$ cat src/rtl/cond_inv_pkg.sv
// Shared constants and types for the conditional inverter (B / ~B ahead of the adder).
package cond_inv_pkg;

  localparam int COND_INV_DEFAULT_WIDTH = 8;

  typedef logic [COND_INV_DEFAULT_WIDTH-1:0] cond_inv_word_t;

endpackage

$ cat src/rtl/cond_inv_core.sv
// Purely combinational WIDTH-bit pass/invert stage.
module cond_inv_core
  import cond_inv_pkg::*;
#(
  parameter int WIDTH = COND_INV_DEFAULT_WIDTH
) (
  input  logic [WIDTH-1:0] a,
  input  logic             invert,
  output logic [WIDTH-1:0] y
);

  // XOR with a replicated control lets an unknown invert reach every bit of y.
  assign y = a ^ {WIDTH{invert}};

endmodule

$ cat src/rtl/cond_inv_d.sv
// Conditional inverter with a zero-latency result and a registered, valid-qualified copy.
// Optional even-parity register on the registered result: define COND_INV_PARITY_EN.
module cond_inv_d
  import cond_inv_pkg::*;
#(
  parameter int WIDTH = COND_INV_DEFAULT_WIDTH
) (
  input  logic             clk,
  input  logic             rst_n,
  input  logic [WIDTH-1:0] a,
  input  logic             invert,
  input  logic             in_valid,
  output logic [WIDTH-1:0] y,
  output logic [WIDTH-1:0] y_q,
`ifdef COND_INV_PARITY_EN
  output logic             y_par,
`endif
  output logic             y_valid
);

  cond_inv_core #(.WIDTH(WIDTH)) u_core (
    .a      (a),
    .invert (invert),
    .y      (y)
  );

  // Valid-only handshake: there is no ready, so every in_valid beat seen at a rising
  // edge is captured, and y_valid is a one-cycle pulse per beat (held high for
  // back-to-back beats). y_q keeps the last captured value while y_valid is low.
  always_ff @(posedge clk or negedge rst_n) begin
    if (!rst_n) begin
      y_q     <= '0;
      y_valid <= 1'b0;
    end else begin
      y_valid <= in_valid;
      if (in_valid) begin
        y_q <= y;
      end
    end
  end

`ifdef COND_INV_PARITY_EN
  always_ff @(posedge clk or negedge rst_n) begin
    if (!rst_n) begin
      y_par <= 1'b0;
    end else if (in_valid) begin
      y_par <= ^y;
    end
  end
`endif

endmodule

$ cat config.mk
export PLATFORM = sky130hd
export DESIGN_NAME = cond_inv_d
export DESIGN_NICKNAME = d
export VERILOG_FILES = /design/src/rtl/cond_inv_pkg.sv /design/src/rtl/cond_inv_core.sv /design/src/rtl/cond_inv_d.sv
export SDC_FILE = /design/constraint.sdc
export NUM_CORES = 1
export LEC_CHECK = 0
export CORE_AREA = 4 4 41 43
export CTS_CLUSTER_SIZE = 28
export DETAILED_ROUTE_END_ITERATION = 8
export DIE_AREA = 0 0 45 47
export HOLD_SLACK_MARGIN = 0.03
export PLACE_DENSITY = 0.7
export SKIP_LAST_GASP = 1
export SLEW_MARGIN = 20
export SYNTH_ARGS = -nofsm -noshare
export SYNTH_HDL_FRONTEND = slang
export SYNTH_SLANG_ARGS = --single-unit
export TNS_END_PERCENT = 5
$ cat constraint.sdc
create_clock -name clk -period 0.89 [get_ports clk]
set_input_delay 0.178 -clock clk [delete_from_list [all_inputs] [get_ports clk]]
set_output_delay 0.178 -clock clk [all_outputs]
set_load 0.005 [all_outputs]
==> Word-level counts from Yosys, hierarchy flattened <==
Cells that the tools add are included.
{ "totals": {"ff_bits": 9, "latch_bits": 0, "mem_bits_rw": 0, "rom_bits": 0, "memories": 0} }
{ "classes": {"addsub": 0, "mul": 0, "div_mod_pow": 0, "order_cmp": 0, "eq_ne": 0, "shift": 0, "muxes": 0, "bitwise_logic": 1, "n_reduce_logical": 0} }
{ "ops": {"columns": ["op", "count"], "rows": [
  ["$xor A8 B8 Y8", 1]
]} }

==> Depth between registers and ports, before layout <==
Gate-level depths: netlist (run 1).
{ "depth": {"word_depth": 1, "depth_mapped": 3, "mapped_depth_nobuf": 2} }

==> Hierarchy <==
From an unflattened synthesis (run 1), not the netlist that was laid out.
{ "hier_totals": {"cells_unflattened": 27, "area_unflattened_um2": 437.9} }
{ "by_module_without_submodules": {"columns": ["mod", "instances", "cells_per_inst", "area_each_um2", "seq_area_each_um2"], "rows": [
  ["cond_inv_d", 1, 18, 356.6, 225.2],
  ["cond_inv_core", 1, 9, 81.3, 0.0]
]} }

==> Worst setup path after synthesis (run 1) <==
No wires, ideal clock.
{ "synth_timing": {"path_kind": "input to register", "start": "input invert", "end": "register y_q[0]", "arrival_ns": 0.726, "required_time_ns": 0.765, "path_slack_ns": 0.039, "cell_stages": 3, "cell_sequence": "buf_6 > xor2_1 > mux2_2"} }
{ "synth_via": {"elab_chain_cells": 1} }
{ "synth_lines": {"columns": ["item", "line_no", "source"], "rows": [
  ["from (decl)", "cond_inv_d.sv:11", "input logic invert,"],
  ["$xor A8 B8 Y8", "cond_inv_core.sv:13", "assign y = a ^ {WIDTH{invert}};"],
  ["named net y[0]", "cond_inv_d.sv:13", "output logic [WIDTH-1:0] y,"],
  ["to (signal assigned)", "cond_inv_d.sv:37", "y_q <= y;"],
  ["to (decl)", "cond_inv_d.sv:14", "output logic [WIDTH-1:0] y_q,"]
]} }
The timed path passes the listed nets, and every way through them passes these cells.
A chain may end at the register's enable or synchronous reset.

==> Worst setup path after layout (run 1) <==
{ "layout_timing": {"start": "register y_q[5]", "end": "output y_q[5]"} }
No word-level cell between the ends.

==> run summary, run 1 <==
Max-Cap Viols - 0
H-tree depth - 1
Total Power - 1.094 mW
Hold Vio Cnt, Final - 0
Setup TNS - -0.4184 ns
initial antenna violation count - 0
Leak - 0.3475 nW
worst hold path class - primary input to async pin
mapped cell area - 401.6 sq um
unrepaired setup endpoints after global routing - true
initial DRC count - 6
Worst path slowest cell - dfrtp_1
final WL - 967 um
failing checks - negative setup slack
Max VDD drop - 0.8270 mV
Core Util, Final - 0.5404
number of diodes - 0
Crit. End Element - primary output
CTS root buf - clkbuf_4
Worst-Skew Late Latency - 0.25 ns
Synth cell types - 5
grt ovf - 0
vias in the first global route - 369
hold buffer count at CTS - 0
Net Count, Synth - 39
Min Clock Period, post-route - 0.9404 ns
CTS Buffer Depth - 2
DR WL/cell - 12.40 um
delay-heaviest family, CP - flip-flops
synth warn - 0
DRC viols - 0
R2R Setup Slk - 0.14 ns
CP bufs+invs - 1
max-slew violation count - 0
# nets final - 76
cell count after synthesis - 27
largest net degree at the start of global routing - 10
worst-path fanout max - 2
Ports - 29
FP Rows - 13
Slew headroom - 0.9011
via count - 325
global-route wire length before repair - 1607 um
status - finished, violations left
Die Wd - 45 um
CTS buffer count - 3
Setup Skew - 0 ns
final hold slack - 0.2062 ns
Routability Congestion - 0.6346
synthesis-to-layout area growth - 75.08%
WS Path Type - flip-flop to primary output
Initial Util - 0.3087
crit-path cells - buf_2
slowest stage delay, CP - 0.38 ns
Tcrit/Tclk final - 1.057
antenna-violating nets left - 0
CTS tree - yes
DP HPWL - 780.8 um
filler cell count in the final layout - 127
number of cells on the critical path - 1
clk sinks - 9
final worst setup slack - -0.05039 ns
total die area - 2115 sq um
Reg2Reg Depth - 1
Critical Path Start Type - flip-flop
IO buf count - 28
Slew @ Worst Pin - 0.1479 ns
Arrival @ worst endpoint - 0.76 ns
DR vias/cell - 4.167
FMAX - 1063 MHz
Synth Area per Inst - 14.88 sq um
# setup viols final - 17
Die H - 47 um
required time worst endpoint - 0.71 ns
Seq cells post-synth - 9
first drt pass iteration count - 2
Clock transition at path regs - 0.06 ns
PwrDens - 1555 nW/um^2
register area share after synthesis - 0.5607
Core Region - 1301 sq um
placed inst area - 714.4 sq um
fraction of layout cells with a size suffix above 1 - 0.6349
post-layout instance area - 703.2 sq um
Overall Global Routing Usage - 0.1100
synthesized netlist by cell type:
master | instances | area share
dfrtp_1 | 9 | 0.56
buf_6 | 1 | 0.028
clkbuf_2 | 1 | 0.012
xor2_1 | 8 | 0.17
mux2_2 | 8 | 0.22
power breakdown:
part / internal [mW] / switching (mW)
registers: 0.466 / 0.0242
clock network: 0.172 / 0.134
logic: 0.176 / 0.121
worst paths after layout:
check	startpoint	to
max reg2reg	y_q[4]	y_q[4]
max in group asynchronous	rst_n	y_q[0]
min reg2reg	y_q[0]	y_q[0]
min in group clk	in_valid	y_valid
min	rst_n	y_q[1]
max	y_q[5]	y_q[5]
sequential cells by signal (all words and copies together), names as in the netlist:
register	flops
y_q	8
y_valid	1
cell usage in the layout (no fill, tap or decap):
cell and count:
buf_2 17, buf_4 3, buf_6 3, clkbuf_1 1, clkbuf_2 1, clkbuf_4 3
clkdlybuf4s50_1 1, dfrtp_1 9, dlygate4sd2_1 9, mux2_2 8, xor2_1 3, xor2_2 5
metal layers:
layer  share of wire  global-route usage  vias to the layer above
met4               0             0.05263                        0
li1                -                   -                      155
met2            0.54              0.1949                       11
met3           0.080             0.03065                        0
met5               0                   0                        -
met1            0.38              0.1214                      159
what timing repair did:
action,in CTS,in global routing
endpoints found under the setup margin,25,17
resized for setup,86,3
gates cloned,1,0
pin swaps,8,2
setup buffers,1,0
through the flow:
| stage | std cells | setup WS [ns] |
|---|---|---|
| final | 78 | -0.05039 |
| after global routing | 78 | -0.07869 |
| after CTS | 78 | -0.09902 |
| after detailed placement | 72 | -0.8357 |
| after global placement | 72 | -0.8078 |
| after floorplan | 27 | 0.03903 |
logic make-up (layout without fill, tap and decap cells):
family / count (synthesis) / after routing / share of synthesized area
DFF: 9 / 9 / 0.5608
muxes: 8 / 8 / 0.2243
buffers and inverters: 2 / 38 / 0.04048
xor gates and xnor gates: 8 / 8 / 0.1745
final cells by class:
type                            count  area [sq um]  area share
Clock buffer                        4         26.28     0.03737
Multi-Input combinational cell     16         197.7      0.2811
Sequential cell                     9         225.2      0.3203
Tap cell                           15         18.77     0.02669
Timing Repair Buffer               34         235.2      0.3345
Note: power is estimated with default switching activity, not from simulation.
==> inputs of run 2 (changes only) <==
- CAP_MARGIN: not set -> 5
==> results of run 2 <==
The final DEF is identical to that of run 1; final timing and power are the same.
==> inputs of run 3 (changes only) <==
- CORE_AREA: 4 4 41 43 -> not set
- CORE_MARGIN: not set -> 4
- CORE_UTILIZATION: not set -> 33
- DIE_AREA: 0 0 45 47 -> not set
- PLACE_DENSITY: 0.7 -> 0.73
- SYNTH_HIERARCHICAL: not set -> 1
==> run 3 against run 2 <==
The flow still finishes with violations (negative setup slack); maximum frequency fell by 2.1%; power rose by 18%; largest power group unchanged; final area rose by 30%; largest cell class unchanged; die area fell by 6.7%; utilization rose by 24 points; critical path type is now primary input to primary output; sequential share of layout area fell by 7.4 points; clock-buffer cell count did not move; synthesized area rose by 9.0%.
==> run summary, run 3 <==
status - finished, violations left
failing checks - negative setup slack
Worst-Skew Late Latency - 0.25 ns (about the same)
Sw Share - 0.2577 (+0.002295)
Synth area leader - dfrtp_1
largest net degree at the start of global routing - 10 (unchanged)
Slew headroom - 0.8794 (-0.02164)
Synth cell types - 4 (-1)
register area share after synthesis - 0.5143 (-0.04646)
most frequent cells after synthesis - dfrtp_1, mux2_4, xor2_1
max reg flops - 8 (unchanged)
grt ovf - 0 (unchanged)
max-slew violation count - 0 (unchanged)
PwrDens - 1414 nW/um^2 (-9.1%)
top cells by area, synth - dfrtp_1, mux2_4, xor2_1
final worst setup slack - -0.07031 ns (-0.01992 ns)
total die area - 1974 sq um (-6.7%)
Setup Skew - 0 ns (unchanged)
clock share of power - 0.239 (-0.041)
Max VDD drop - 0.8788 mV (+6.3%)
IO buf count - 28 (unchanged)
synth warn - 6 (+6)
Clock transition at path regs - 0.06 ns (about the same)
first drt pass iteration count - 4 (+2)
Ports - 29 (unchanged)
Synth Area per Inst - 16.22 sq um (+9.0%)
Seq cells post-synth - 9 (unchanged)
ys flop type - dfrtp_1
Hold Vio Cnt, Final - 0 (unchanged)
synthesis-to-layout area growth - 108.6%
most common cell in the netlist - dfrtp_1
Net Count, Synth - 39 (unchanged)
CTS root buf - clkbuf_4
FMAX - 1041 MHz (-2.1%)
top cell type's share of synthesized area - 0.5143 (-0.04646)
area of the multi-input gates - 242.7 sq um (+23%)
sequential share of power - 0.382 (-0.066)
Leak - 0.4772 nW (+37%)
Core Region - 1171 sq um (-10%)
Slew @ Worst Pin - 0.1802 ns (+0.03235 ns)
Tcrit/Tclk final - 1.079 (+0.02239)
DR WL/cell - 14.98 um (+21%)
mapped cell area - 437.9 sq um (+9.0%)
# nets final - 89 (+17%)
FP Rows - 12 (-1)
hold buffer count at CTS - 0 (unchanged)
clk sinks - 9 (unchanged)
number of diodes - 0 (unchanged)
WS Path Type - primary input to primary output
global-route wire length before repair - 2277 um (+42%)
vias in the first global route - 461 (+25%)
final WL - 1348 um (+39%)
Crit. End Element - primary output
placed cells - 72 (unchanged)
Arrival @ worst endpoint - 0.78 ns (+0.02 ns)
Core Util, Final - 0.7799 (+0.2395)
Critical R2R Capture - y_q[1]
Routability Congestion - 0.6850 (+7.9%)
CTS tree - yes
H-tree depth - 1 (unchanged)
Overall Global Routing Usage - 0.1698 (+0.05981)
Die H - 44.43 um (-5.5%)
leading cell types in the layout, fill and taps excluded - buf_2, buf_4, dlygate4sd2_1, dfrtp_1, mux2_4
via count - 389 (+20%)
Comb pwr share - 0.379 (+0.108)
R2R Setup Slk - 0 ns (-0.14 ns)
Critical Path Start Type - primary input
DR vias/cell - 4.322 (+3.7%)
FF/Latch Area - 225.2 sq um (unchanged)
most common cell after layout, fill and taps aside - buf_2
R2R Path Start - y_q[1]
fraction of layout cells with a size suffix above 1 - 0.7237 (+0.08876)
cell count after synthesis - 27 (unchanged)
CTS buffer count - 3 (unchanged)
antenna-violating nets left - 0 (unchanged)
Reg2Reg Depth - 2 (+1)
Reg with most FFs - y_q
unrepaired setup endpoints after global routing - true
Die Wd - 44.43 um (-1.3%)
cell-internal power - 0.9588 mW (+18%)
worst hold path class - primary input to async pin
Net Sw Power - 0.3328 mW (+19%)
Initial Util - 0.3739 (+0.06528)
post-layout instance area - 913.4 sq um (+30%)
Post-synth EDFFs - 0 (unchanged)
DRC viols - 0 (unchanged)
non-filler cells in the finished layout - 90 (+15%)
initial antenna violation count - 0 (unchanged)
Regs by FF count - y_q (8), y_valid (1)
placed inst area - 775.7 sq um (+8.6%)
worst-path fanout max - 3 (+1)
Max-Cap Viols - 0 (unchanged)
# setup viols final - 18 (+1)
share of flip-flops with an asynchronous set or reset - 1.000 (unchanged)
pre-CTS setup slack - -0.8725 ns (-0.03682 ns)
initial DRC count - 6 (unchanged)
filler cell count in the final layout - 82 (-35%)
CTS Buffer Depth - 2 (unchanged)
required time worst endpoint - 0.71 ns (about the same)
Min Clock Period, post-route - 0.9603 ns (+0.01992 ns)
run 3: changes by cell type after synthesis, sizes merged:
cell / change
buf: +1
clkbuf: -1
run 3: per-layer routing:
layer,wire length [um],vias to the layer above,track usage,part of all wire
li1,-,183,-,-
met1,452,182,0.1705,0.34
met2,759,24,0.3140,0.56
met3,136,0,0.04472,0.10
met4,0,0,0.09036,0
met5,0,-,0,0
run 3: worst max path at each step:
stage                       from  endpoint  slack [ns]  cells past startpoint
final                     invert      y[2]       -0.07                      5
after global routing      invert      y[2]       -0.12                      5
after CTS                 invert      y[3]       -0.09                      5
after detailed placement  invert      y[2]       -0.87                      4
after global placement    invert      y[7]       -0.83                      4
after floorplan           invert    y_q[0]        0.04                      3
run 3: power by group through the flow:
stage	Clock, mW	Combinational, mW	Sequential [mW]
2_1_floorplan	0	0.145	0.507
3_3_place_gp	0	0.440	0.501
3_5_place_dp	0	0.453	0.505
4_1_cts	0.326	0.478	0.492
5_1_grt	0.339	0.528	0.501
6_report	0.309	0.490	0.493
run 3: worst max-delay path: stages:
cell,delay (ns)
buf_6,0.10
buf_6,0.11
buf_12,0.12
xor2_2,0.14
buf_2,0.14
run 3: metrics by stage:
step           TNS, ns  hold WS [ns]  total power, mW
4_1_cts        -0.9011        0.2332            1.296
3_3_place_gp    -10.73        0.4959           0.9410
6_report       -0.8269        0.2470            1.292
5_1_grt         -1.522        0.2463            1.368
2_1_floorplan        0       -0.1176           0.6523
3_5_place_dp    -11.28        0.4926           0.9576
run 3: layout make-up:
cell class | count | share of cell area
Tap cell | 14 | 0.01918
Clock buffer | 4 | 0.02877
Multi-Input combinational cell | 16 | 0.2658
Timing Repair Buffer | 47 | 0.4397
Sequential cell | 9 | 0.2466
run 3: repair_timing:
action	4_1_cts	5_1_grt
endpoints found under the setup margin	25	24
cloned	1	0
gates resized for setup	92	0
pin swaps	7	1
buffers inserted	11	2
run 3: kinds of logic (layout without fill, tap and decap cells):
group | count (synthesis) | in the layout | synth area share
xor+xnor | 8 | 8 | 0.1600
buf+inv | 2 | 51 | 0.05142
flops | 9 | 9 | 0.5143
mux | 8 | 8 | 0.2743
